## config.mk

```make
export PLATFORM = sky130hd
export DESIGN_NAME = core_ctrl_fsm_flat
export DESIGN_NICKNAME = d
export VERILOG_FILES = /design/src/rtl/core_ctrl_pkg.sv /design/src/rtl/core_ctrl_fsm_if.sv /design/src/rtl/core_ctrl_fsm_branch_resolve.sv /design/src/rtl/core_ctrl_fsm.sv /design/src/flat_wrapper.sv
export SDC_FILE = /design/constraint.sdc
export NUM_CORES = 1
export LEC_CHECK = 0
export BUFFER_PORTS_ARGS = -buffer_cell sky130_fd_sc_hd__buf_2
export CORE_UTILIZATION = 35
export CTS_CLUSTER_DIAMETER = 60
export CTS_CLUSTER_SIZE = 28
export DETAILED_ROUTE_END_ITERATION = 10
export GPL_TIMING_DRIVEN = 0
export HOLD_SLACK_MARGIN = 0.06
export PLACE_DENSITY_LB_ADDON = 0.05
export SYNTH_ARGS = -nofsm -noshare
export SYNTH_HDL_FRONTEND = slang
export SYNTH_SLANG_ARGS = --single-unit
```

## constraint.sdc

```tcl
create_clock -name clk -period 1.84 [get_ports clk]
set_input_delay 0.184 -clock clk [delete_from_list [all_inputs] [get_ports clk]]
set_output_delay 0.184 -clock clk [all_outputs]
set_load 0.005 [all_outputs]
```

## src/rtl/core_ctrl_pkg.sv

```systemverilog
// core_ctrl_pkg
//   Shared types and constants for the multicycle RV32I control FSM:
//   state and instruction-class enums, base opcodes, branch funct3 codes,
//   and the DECODE-stage opcode classifier.
package core_ctrl_pkg;

    typedef logic [6:0] opcode_t;
    typedef logic [2:0] funct3_t;

    typedef enum logic [2:0] {
        FETCH,
        DECODE,
        EXEC,
        MEM,
        WB,
        HALT
    } state_t;

    typedef enum logic [3:0] {
        C_R,
        C_IMM,
        C_LOAD,
        C_STORE,
        C_BRANCH,
        C_JAL,
        C_JALR,
        C_LUI,
        C_AUIPC
    } class_t;

    localparam opcode_t OP_R      = 7'b0110011;
    localparam opcode_t OP_IMM    = 7'b0010011;
    localparam opcode_t OP_LOAD   = 7'b0000011;
    localparam opcode_t OP_STORE  = 7'b0100011;
    localparam opcode_t OP_BRANCH = 7'b1100011;
    localparam opcode_t OP_JAL    = 7'b1101111;
    localparam opcode_t OP_JALR   = 7'b1100111;
    localparam opcode_t OP_LUI    = 7'b0110111;
    localparam opcode_t OP_AUIPC  = 7'b0010111;
    localparam opcode_t OP_SYSTEM = 7'b1110011;

    localparam funct3_t F3_BEQ  = 3'b000;
    localparam funct3_t F3_BNE  = 3'b001;
    localparam funct3_t F3_BLT  = 3'b100;
    localparam funct3_t F3_BGE  = 3'b101;
    localparam funct3_t F3_BLTU = 3'b110;
    localparam funct3_t F3_BGEU = 3'b111;

    // Result of classifying one instruction in DECODE.
    typedef struct packed {
        logic   illegal;   // unknown opcode or reserved branch funct3
        logic   system;    // ECALL/EBREAK: clean halt
        class_t cls;
    } decode_t;

    function automatic decode_t classify(input opcode_t op, input funct3_t f3);
        decode_t d;
        d.illegal = 1'b0;
        d.system  = 1'b0;
        d.cls     = C_R;
        case (op)
            OP_R:      d.cls = C_R;
            OP_IMM:    d.cls = C_IMM;
            OP_LOAD:   d.cls = C_LOAD;
            OP_STORE:  d.cls = C_STORE;
            OP_BRANCH: begin
                d.cls = C_BRANCH;
                // funct3 010/011 are reserved in the branch space
                if (f3 == 3'b010 || f3 == 3'b011) begin
                    d.illegal = 1'b1;
                end
            end
            OP_JAL:    d.cls = C_JAL;
            OP_JALR:   d.cls = C_JALR;
            OP_LUI:    d.cls = C_LUI;
            OP_AUIPC:  d.cls = C_AUIPC;
            OP_SYSTEM: d.system = 1'b1;
            default:   d.illegal = 1'b1;
        endcase
        return d;
    endfunction

    // Classes that write rd in WB (everything except STORE and BRANCH).
    function automatic logic writes_rd(input class_t c);
        return !(c == C_STORE || c == C_BRANCH);
    endfunction

endpackage

```

## src/rtl/core_ctrl_fsm_if.sv

```systemverilog
// core_ctrl_fsm_if
//   Bundles the control FSM's datapath, memory-handshake and strobe signals.
//   master: the FSM (reads IR fields, flags and acks; drives requests/strobes).
//   slave : the datapath / memory side.
//   Signals: opcode, funct3, br_eq, br_lt, br_ltu, imem_req/imem_ack,
//            dmem_req/dmem_we/dmem_ack, ir_write, reg_write, pc_write,
//            isBranch, isJump, isJALR, halted, illegal.
interface core_ctrl_fsm_if;
    import core_ctrl_pkg::*;

    opcode_t opcode;
    funct3_t funct3;
    logic    br_eq;
    logic    br_lt;
    logic    br_ltu;
    logic    imem_req;
    logic    imem_ack;
    logic    dmem_req;
    logic    dmem_we;
    logic    dmem_ack;
    logic    ir_write;
    logic    reg_write;
    logic    pc_write;
    logic    isBranch;
    logic    isJump;
    logic    isJALR;
    logic    halted;
    logic    illegal;

    modport master (
        input  opcode, funct3, br_eq, br_lt, br_ltu, imem_ack, dmem_ack,
        output imem_req, dmem_req, dmem_we, ir_write, reg_write, pc_write,
               isBranch, isJump, isJALR, halted, illegal
    );

    modport slave (
        output opcode, funct3, br_eq, br_lt, br_ltu, imem_ack, dmem_ack,
        input  imem_req, dmem_req, dmem_we, ir_write, reg_write, pc_write,
               isBranch, isJump, isJALR, halted, illegal
    );

endinterface

```

## src/rtl/core_ctrl_fsm_branch_resolve.sv

```systemverilog
// branch_resolve
//   Combinational branch-direction decision from funct3 and comparator flags.
//   Ports: funct3_i (3), br_eq_i, br_lt_i (signed), br_ltu_i (unsigned) in;
//          taken_o out. Reserved funct3 codes resolve to not-taken (they
//          never reach WB because DECODE halts on them).
module branch_resolve
    import core_ctrl_pkg::*;
(
    input  funct3_t funct3_i,
    input  logic    br_eq_i,
    input  logic    br_lt_i,
    input  logic    br_ltu_i,
    output logic    taken_o
);

    always_comb begin
        taken_o = 1'b0;
        case (funct3_i)
            F3_BEQ:  taken_o =  br_eq_i;
            F3_BNE:  taken_o = ~br_eq_i;
            F3_BLT:  taken_o =  br_lt_i;
            F3_BGE:  taken_o = ~br_lt_i;
            F3_BLTU: taken_o =  br_ltu_i;
            F3_BGEU: taken_o = ~br_ltu_i;
            default: taken_o = 1'b0;
        endcase
    end

endmodule

```

## src/rtl/core_ctrl_fsm.sv

```systemverilog
// core_ctrl_fsm
//   Multicycle control FSM for the RV32I core: FETCH -> DECODE -> EXEC ->
//   (MEM) -> WB per instruction, halting on ECALL/EBREAK or an illegal
//   encoding.
//   Ports: clk, rst (asynchronous, active-high);
//          bus (core_ctrl_fsm_if.master) carrying IR fields, branch flags,
//          imem/dmem handshakes and the PC/IR/regfile strobes.
//   Optional feature macro: CORE_CTRL_PERF_EN adds cycle_count (cycles out
//   of reset, HALT included) and instret_count (retired instructions), both
//   32-bit wrapping counters cleared by rst.
//   All outputs are decoded combinationally from the state/class registers,
//   so strobes appear in the same cycle the FSM is in the relevant state.
module core_ctrl_fsm
    import core_ctrl_pkg::*;
(
    input  logic              clk,
    input  logic              rst,
    core_ctrl_fsm_if.master   bus
`ifdef CORE_CTRL_PERF_EN
    ,
    output logic [31:0]       cycle_count,
    output logic [31:0]       instret_count
`endif
);

    state_t  state_q,   state_d;
    class_t  class_q,   class_d;
    logic    halted_q,  halted_d;
    logic    illegal_q, illegal_d;

    logic    taken;
    decode_t dec;

    logic imem_req_c, dmem_req_c, dmem_we_c, ir_write_c;
    logic reg_write_c, pc_write_c, is_branch_c, is_jump_c, is_jalr_c;

    branch_resolve u_branch_resolve (
        .funct3_i (bus.funct3),
        .br_eq_i  (bus.br_eq),
        .br_lt_i  (bus.br_lt),
        .br_ltu_i (bus.br_ltu),
        .taken_o  (taken)
    );

    assign dec = classify(bus.opcode, bus.funct3);

    always_ff @(posedge clk or posedge rst) begin
        if (rst) begin
            state_q   <= FETCH;
            class_q   <= C_R;
            halted_q  <= 1'b0;
            illegal_q <= 1'b0;
        end else begin
            state_q   <= state_d;
            class_q   <= class_d;
            halted_q  <= halted_d;
            illegal_q <= illegal_d;
        end
    end

    always_comb begin
        state_d     = state_q;
        class_d     = class_q;
        halted_d    = halted_q;
        illegal_d   = illegal_q;
        imem_req_c  = 1'b0;
        dmem_req_c  = 1'b0;
        dmem_we_c   = 1'b0;
        ir_write_c  = 1'b0;
        reg_write_c = 1'b0;
        pc_write_c  = 1'b0;
        is_branch_c = 1'b0;
        is_jump_c   = 1'b0;
        is_jalr_c   = 1'b0;

        case (state_q)
            FETCH: begin
                imem_req_c = 1'b1;
                if (bus.imem_ack) begin
                    ir_write_c = 1'b1;
                    state_d    = DECODE;
                end
            end
            DECODE: begin
                class_d = dec.cls;
                if (dec.illegal) begin
                    state_d   = HALT;
                    halted_d  = 1'b1;
                    illegal_d = 1'b1;
                end else if (dec.system) begin
                    state_d  = HALT;
                    halted_d = 1'b1;
                end else begin
                    state_d = EXEC;
                end
            end
            EXEC: begin
                if (class_q == C_LOAD || class_q == C_STORE) begin
                    state_d = MEM;
                end else begin
                    state_d = WB;
                end
            end
            MEM: begin
                dmem_req_c = 1'b1;
                dmem_we_c  = (class_q == C_STORE);
                if (bus.dmem_ack) begin
                    state_d = WB;
                end
            end
            WB: begin
                pc_write_c  = 1'b1;
                reg_write_c = writes_rd(class_q);
                is_jump_c   = (class_q == C_JAL);
                is_jalr_c   = (class_q == C_JALR);
                // Comparator flags are taken live in WB, not latched earlier.
                is_branch_c = (class_q == C_BRANCH) && taken;
                state_d     = FETCH;
            end
            HALT: begin
                state_d = HALT;
            end
            default: begin
                // Unreachable encodings park the core rather than guess.
                state_d  = HALT;
                halted_d = 1'b1;
            end
        endcase
    end

    // Reset leaves state at FETCH, so the request (and an ack arriving during
    // reset) must be masked by rst directly to keep every output low.
    assign bus.imem_req  = imem_req_c  & ~rst;
    assign bus.ir_write  = ir_write_c  & ~rst;
    assign bus.dmem_req  = dmem_req_c  & ~rst;
    assign bus.dmem_we   = dmem_we_c   & ~rst;
    assign bus.reg_write = reg_write_c & ~rst;
    assign bus.pc_write  = pc_write_c  & ~rst;
    assign bus.isBranch  = is_branch_c & ~rst;
    assign bus.isJump    = is_jump_c   & ~rst;
    assign bus.isJALR    = is_jalr_c   & ~rst;
    assign bus.halted    = halted_q;
    assign bus.illegal   = illegal_q;

`ifdef CORE_CTRL_PERF_EN
    logic [31:0] cycle_q;
    logic [31:0] instret_q;

    always_ff @(posedge clk or posedge rst) begin
        if (rst) begin
            cycle_q   <= '0;
            instret_q <= '0;
        end else begin
            cycle_q <= cycle_q + 32'd1;
            if (pc_write_c) begin
                instret_q <= instret_q + 32'd1;
            end
        end
    end

    assign cycle_count   = cycle_q;
    assign instret_count = instret_q;
`endif

endmodule
```

## src/flat_wrapper.sv

```systemverilog
// flat-port wrapper written by rule: the top's interface ports become plain ports
module core_ctrl_fsm_flat import core_ctrl_pkg::*;
  (clk, rst, bus_opcode, bus_funct3, bus_br_eq, bus_br_lt, bus_br_ltu, bus_imem_ack, bus_dmem_ack, bus_imem_req, bus_dmem_req, bus_dmem_we, bus_ir_write, bus_reg_write, bus_pc_write, bus_isBranch, bus_isJump, bus_isJALR, bus_halted, bus_illegal);
  core_ctrl_fsm_if bus_i ();
  input  logic clk;
  input  logic rst;
  input wire logic [$bits(bus_i.opcode)-1:0] bus_opcode;
  input wire logic [$bits(bus_i.funct3)-1:0] bus_funct3;
  input wire logic [$bits(bus_i.br_eq)-1:0] bus_br_eq;
  input wire logic [$bits(bus_i.br_lt)-1:0] bus_br_lt;
  input wire logic [$bits(bus_i.br_ltu)-1:0] bus_br_ltu;
  input wire logic [$bits(bus_i.imem_ack)-1:0] bus_imem_ack;
  input wire logic [$bits(bus_i.dmem_ack)-1:0] bus_dmem_ack;
  output wire logic [$bits(bus_i.imem_req)-1:0] bus_imem_req;
  output wire logic [$bits(bus_i.dmem_req)-1:0] bus_dmem_req;
  output wire logic [$bits(bus_i.dmem_we)-1:0] bus_dmem_we;
  output wire logic [$bits(bus_i.ir_write)-1:0] bus_ir_write;
  output wire logic [$bits(bus_i.reg_write)-1:0] bus_reg_write;
  output wire logic [$bits(bus_i.pc_write)-1:0] bus_pc_write;
  output wire logic [$bits(bus_i.isBranch)-1:0] bus_isBranch;
  output wire logic [$bits(bus_i.isJump)-1:0] bus_isJump;
  output wire logic [$bits(bus_i.isJALR)-1:0] bus_isJALR;
  output wire logic [$bits(bus_i.halted)-1:0] bus_halted;
  output wire logic [$bits(bus_i.illegal)-1:0] bus_illegal;
  assign bus_i.opcode = bus_opcode;
  assign bus_i.funct3 = bus_funct3;
  assign bus_i.br_eq = bus_br_eq;
  assign bus_i.br_lt = bus_br_lt;
  assign bus_i.br_ltu = bus_br_ltu;
  assign bus_i.imem_ack = bus_imem_ack;
  assign bus_i.dmem_ack = bus_dmem_ack;
  assign bus_imem_req = bus_i.imem_req;
  assign bus_dmem_req = bus_i.dmem_req;
  assign bus_dmem_we = bus_i.dmem_we;
  assign bus_ir_write = bus_i.ir_write;
  assign bus_reg_write = bus_i.reg_write;
  assign bus_pc_write = bus_i.pc_write;
  assign bus_isBranch = bus_i.isBranch;
  assign bus_isJump = bus_i.isJump;
  assign bus_isJALR = bus_i.isJALR;
  assign bus_halted = bus_i.halted;
  assign bus_illegal = bus_i.illegal;
  core_ctrl_fsm u_core (.clk(clk), .rst(rst), .bus(bus_i));
endmodule
```

==> results <==
- The flow ran to the end, and the final reports show no timing, DRC or antenna violations.
- The average footprint of a synthesized cell is 7.88 µm².
- After detailed routing, the number of remaining DRC violations is 0.
- The final setup violation count is 0.
- In this design, the stage delay of the slowest critical-path cell is 0.43 ns.
- In the final routed layout, each cell accounts on average for 11.9 µm.
- The tightest hold path in the finished design has a slack of 0.221 ns.
- Sequential elements use 30.7% of the synthesized area.
- The worst-margin pin slew is 0.424 ns.
- Ranked by total cell area, the synthesized netlist is headed by dfrtp_1 31%, nand2_1 5.6%, nor4b_1 4.8%, o21ai_0 4.8%, nor3b_1 4.1%.
- The met1 track utilization from global routing is 23.7%.
- The number of violations of the max-capacitance limit is 0.
- After synthesis, the largest family of logic cells by area is simple AND/OR/NAND/NOR gates.
- The synthesis warning total is 0.
- Traced cell by cell, the critical path runs through nor2_4 > and3_4 > nand3b_1 > nor4b_2 > buf_2.
- Of all nets on the critical path, the largest fanout is 3.
- The initial antenna violation count was 0.
- The worst reg-to-reg setup slack is 0.08 ns.
- Data on the critical path arrives at its endpoint at 1.63 ns.
- Summed over all layers, the routed wires come to 1790 µm.
- The length in cells of the worst reg-to-reg path is 5.
- The CTS tree is yes.
- The area growth from synthesis to layout is 32.9%.
- The capturing point of the worst reg2reg path is u_core.state_q[2]$_DFFE_PP0P_.
- The worst-case setup margin in the final layout is 0.0279 ns.
- For this block, the initial DRC count from the detailed router was 15.
- Synthesis produced 93 cells.
- The total power divided by cell area is 681 mW/mm².
- The filler cells instantiated in the layout total 209.
- The number of sinks on the clock net is 9.
- The highest ir drop seen on vdd is 0.491 mV.
- The number of buffer and inverter instances along the worst setup path is 1.
- The pre-antenna-repair detailed-routing pass consisted of 4 iterations.
- The synthesized netlist devotes 3.58% of its cell area to XOR and XNOR gates.
- The cell class contributing the biggest share of worst-path delay is simple AND/OR/NAND/NOR gates.
- Synthesis instantiated 36 different standard cells from the library.
- At the later pin of the worst-skew pair, clock insertion delay measures 0.26 ns.
- The per-cell via count in the routed design is 5.30.
- The clock period could shrink to 1.81 ns.
- After floorplanning, the core was sized to cover 0.00196 mm².
- The met2 track demand over resource in global routing is 25.1%.
- In the final timing run, aggregate negative setup slack is 0 ns.
- The routed layout has 801 vias.
- The total global routing track utilization is 17.1%.
- In this run the number of H-tree levels came out at 1.
- After Yosys synthesis, and, or, nand and nor cells account for 34.0% of the synthesized area.
- The leakage power is 0.000410 µW.
- For this run, the post-layout net count is 142.
- The number of flip-flops and latches in the synthesized netlist is 9.
- In this run the core area contains 16 standard-cell rows.
- After detailed placement, the total cell area comes to 887 µm².
- The final count of hold timing violations is 0.
- Along the worst hold path, the cell count comes to 3.
- The synthesized design devotes to its leading area cell type 30.7% of total area.
- The endpoint with the worst hold slack is u_core.class_q[2]$_DFFE_PP0P_.
- The critical path launch point type is a flop.
- After global routing the overflow that remains totals 0.
- With fillers left out, the area of the finished cells amounts to 975 µm².
- Synthesis produced a netlist with a net count of 110.
- Port buffering added 24 buffers.
- The mux cell area share after synthesis is 1.37%.
- In this run the remaining antenna-violating nets after routing total 0.
- Of all cell types, the one taking the most synthesized area is dfrtp_1.
- The post-route netlist has 36.3% of its cells at a drive strength greater than 1.
- The maximum number of pins on one net before global-route repair is 11.
- The initial utilization of the core area, before any placement, comes to 37.4%.
- Summed over all nets, the half-perimeter wirelength after detailed placement is 1360 µm.
- The congestion estimate from routability-driven global placement came to 0.722.
- Among all stages on the critical path, the largest delay is contributed by dfrtp_2.
- The achievable clock frequency is 552 MHz.
- The height of the die is 47.8 µm.
- The root buffer cell is clkbuf_4.
- In this run the critical register-to-register path is launched from u_core.state_q[0]$_DFFE_PP0P_.
- The busiest layer in global routing is met2.
- The floorplan die width is 47.8 µm.
- At the worst endpoint, the required time is 1.66 ns.
- No sink is reached through more buffers than the 2 on the longest clock path.
- Counting the buffers created by CTS gives 3.
- The cell area that synthesis handed to floorplanning was 733 µm².
- The floorplan step defined a die boundary enclosing 0.00228 mm².
- In the global route stage, met3 resource usage came out at 5.66%.
- At the end of the flow the core is filled with cells to 49.7%.
- The I/O pin total is 28.
- STA classifies the critical path endpoint as an output port.
- The worst pin sits at a relative slew slack of 71.3%.
- The synthesized-area fraction occupied by ao, oa, aoi and oai cells is 23.7%.
- The number of global-route vias before repair is 614.
- The setup path with the least slack is of type reg2out.
- The start point of the worst hold path is bus_opcode[1].
- In this run the worst hold path is classified as in2reg.
- The total inserted antenna cells is 0.
- The final-report max-slew violation count is 0.
- The final period utilization is 98.5%.
- After Yosys synthesis, full adders, half adders and majority gates account for 0% of the synthesized area.
- Between clock sinks in the finished design, the worst skew comes to 0.0107 ns.
- Prior to clock tree synthesis, the placed netlist has a worst setup slack of 0.103 ns.
- Setup repair after global routing could not meet its margin everywhere.
- After clock tree synthesis, the clock-pin slew on the worst setup and hold paths is 0.07 ns.
- The first-pass GRT wire length is 2650 µm.
[layout make-up]
cell class,count,area [µm²],share of cell area (%)
multi-input combinational,73,483,49.6
tap,27,33.8,3.47
inverter,4,15.0,1.54
sequential,9,229,23.5
clock buffer,3,22.5,2.31
buffer,5,26.3,2.70
timing repair buffer,29,160,16.4
clock inverter,1,5.00,0.513
[cell families (layout without fill, tap and decap cells)]
family          after synthesis  in the layout
flops                         9              9
simple gates                 44             44
compound gates               25             25
xor+xnor                      3              3
buf+inv                      11             42
mux                           1              1
[worst max path at each step]
| stage | from | to | slack (ns) | cells after the start |
|---|---|---|---|---|
| after floorplan | u_core.state_q[1]$_DFFE_PP0P_ | bus_isBranch | 0.32 | 5 |
| after global placement | u_core.state_q[1]$_DFFE_PP0P_ | bus_isBranch | 0.14 | 6 |
| after detailed placement | u_core.state_q[1]$_DFFE_PP0P_ | bus_isBranch | 0.10 | 6 |
| after CTS | u_core.state_q[0]$_DFFE_PP0P_ | bus_isBranch | 0.03 | 5 |
| after global routing | u_core.state_q[0]$_DFFE_PP0P_ | bus_isBranch | -0.08 | 5 |
| final | u_core.state_q[0]$_DFFE_PP0P_ | bus_isBranch | 0.03 | 5 |
[report_power, final]
part	leakage [µW]	total (µW)	internal, µW	switching (µW)
logic	0.000289	231	116	115
clock network	0.0000177	148	79.9	67.7
registers	0.000103	285	232	53.2
total	0.000410	664	428	236
[routing by layer]
layer  vias up  part of all wire [%]
li1        412                     -
met1       362                    47
met2        25                    46
met3         2                   5.9
met4         0                  0.78
met5         -                     0
[synthesized netlist by cell type]
cell       instances
nand2_1           11
dfrtp_1            9
nor2_1             7
o21ai_0            7
clkbuf_1           6
nor3_1             4
nor3b_1            4
nor4b_1            4
a21oi_1            3
a31oi_1            3
inv_1              3
xor2_1             3
nand4_1            2
nor2b_1            2
nor4_1             2
o21a_1             2
o21ai_2            2
a221o_1            1
a22o_1             1
a22oi_1            1
a311o_1            1
a32oi_1            1
and2_1             1
and3_1             1
buf_6              1
inv_2              1
mux2i_1            1
nand2b_1           1
nand3_1            1
nand3b_1           1
o2111ai_1          1
o211a_1            1
o31a_1             1
or3_1              1
or3_4              1
or4b_2             1
[timing repair]
item                       4_1_cts  5_1_grt
setup buffers                    1        3
pin swaps                        0        3
hold endpoints to repair         9        0
gates resized for setup          2        6
hold buffers                     1        0
setup endpoints to repair        3        2
[tightest hold or removal path, delay by kind of cell]
kind,cells,cell delay (ns)
buffers and inverters,1,0.12
and+or+nand+nor,1,0.07
AOI/OAI and AO/OA,1,0.07
[sequential cells by signal, summed over array words and instances (netlist names)]
signal / count
u_core.class_q: 4
u_core.bus.halted: 1
u_core.bus.illegal: 1
u_core.state_q: 3
[stage by stage]
stage                     std cells  power (µW)
after floorplan                  93         416
after global placement          144         480
after detailed placement        144         485
after CTS                       148         640
after global routing            151         718
final                           151         664
[cell usage in the layout (no fill, tap or decap), types with 2 or more instances in the layout]
master and count:
a21oi_1 3, a31oi_1 3, buf_2 24, buf_4 4, clkbuf_1 4, clkbuf_4 3
dfrtp_1 6, dfrtp_2 3, inv_1 3, nand2_1 11, nand4_1 2, nor2_1 6
nor2b_1 2, nor3_1 4, nor3b_1 3, nor4_1 2, nor4b_1 3, o21a_1 2
o21ai_0 7, o21ai_2 2, xor2_1 3
(Power assumes the default switching activity.)
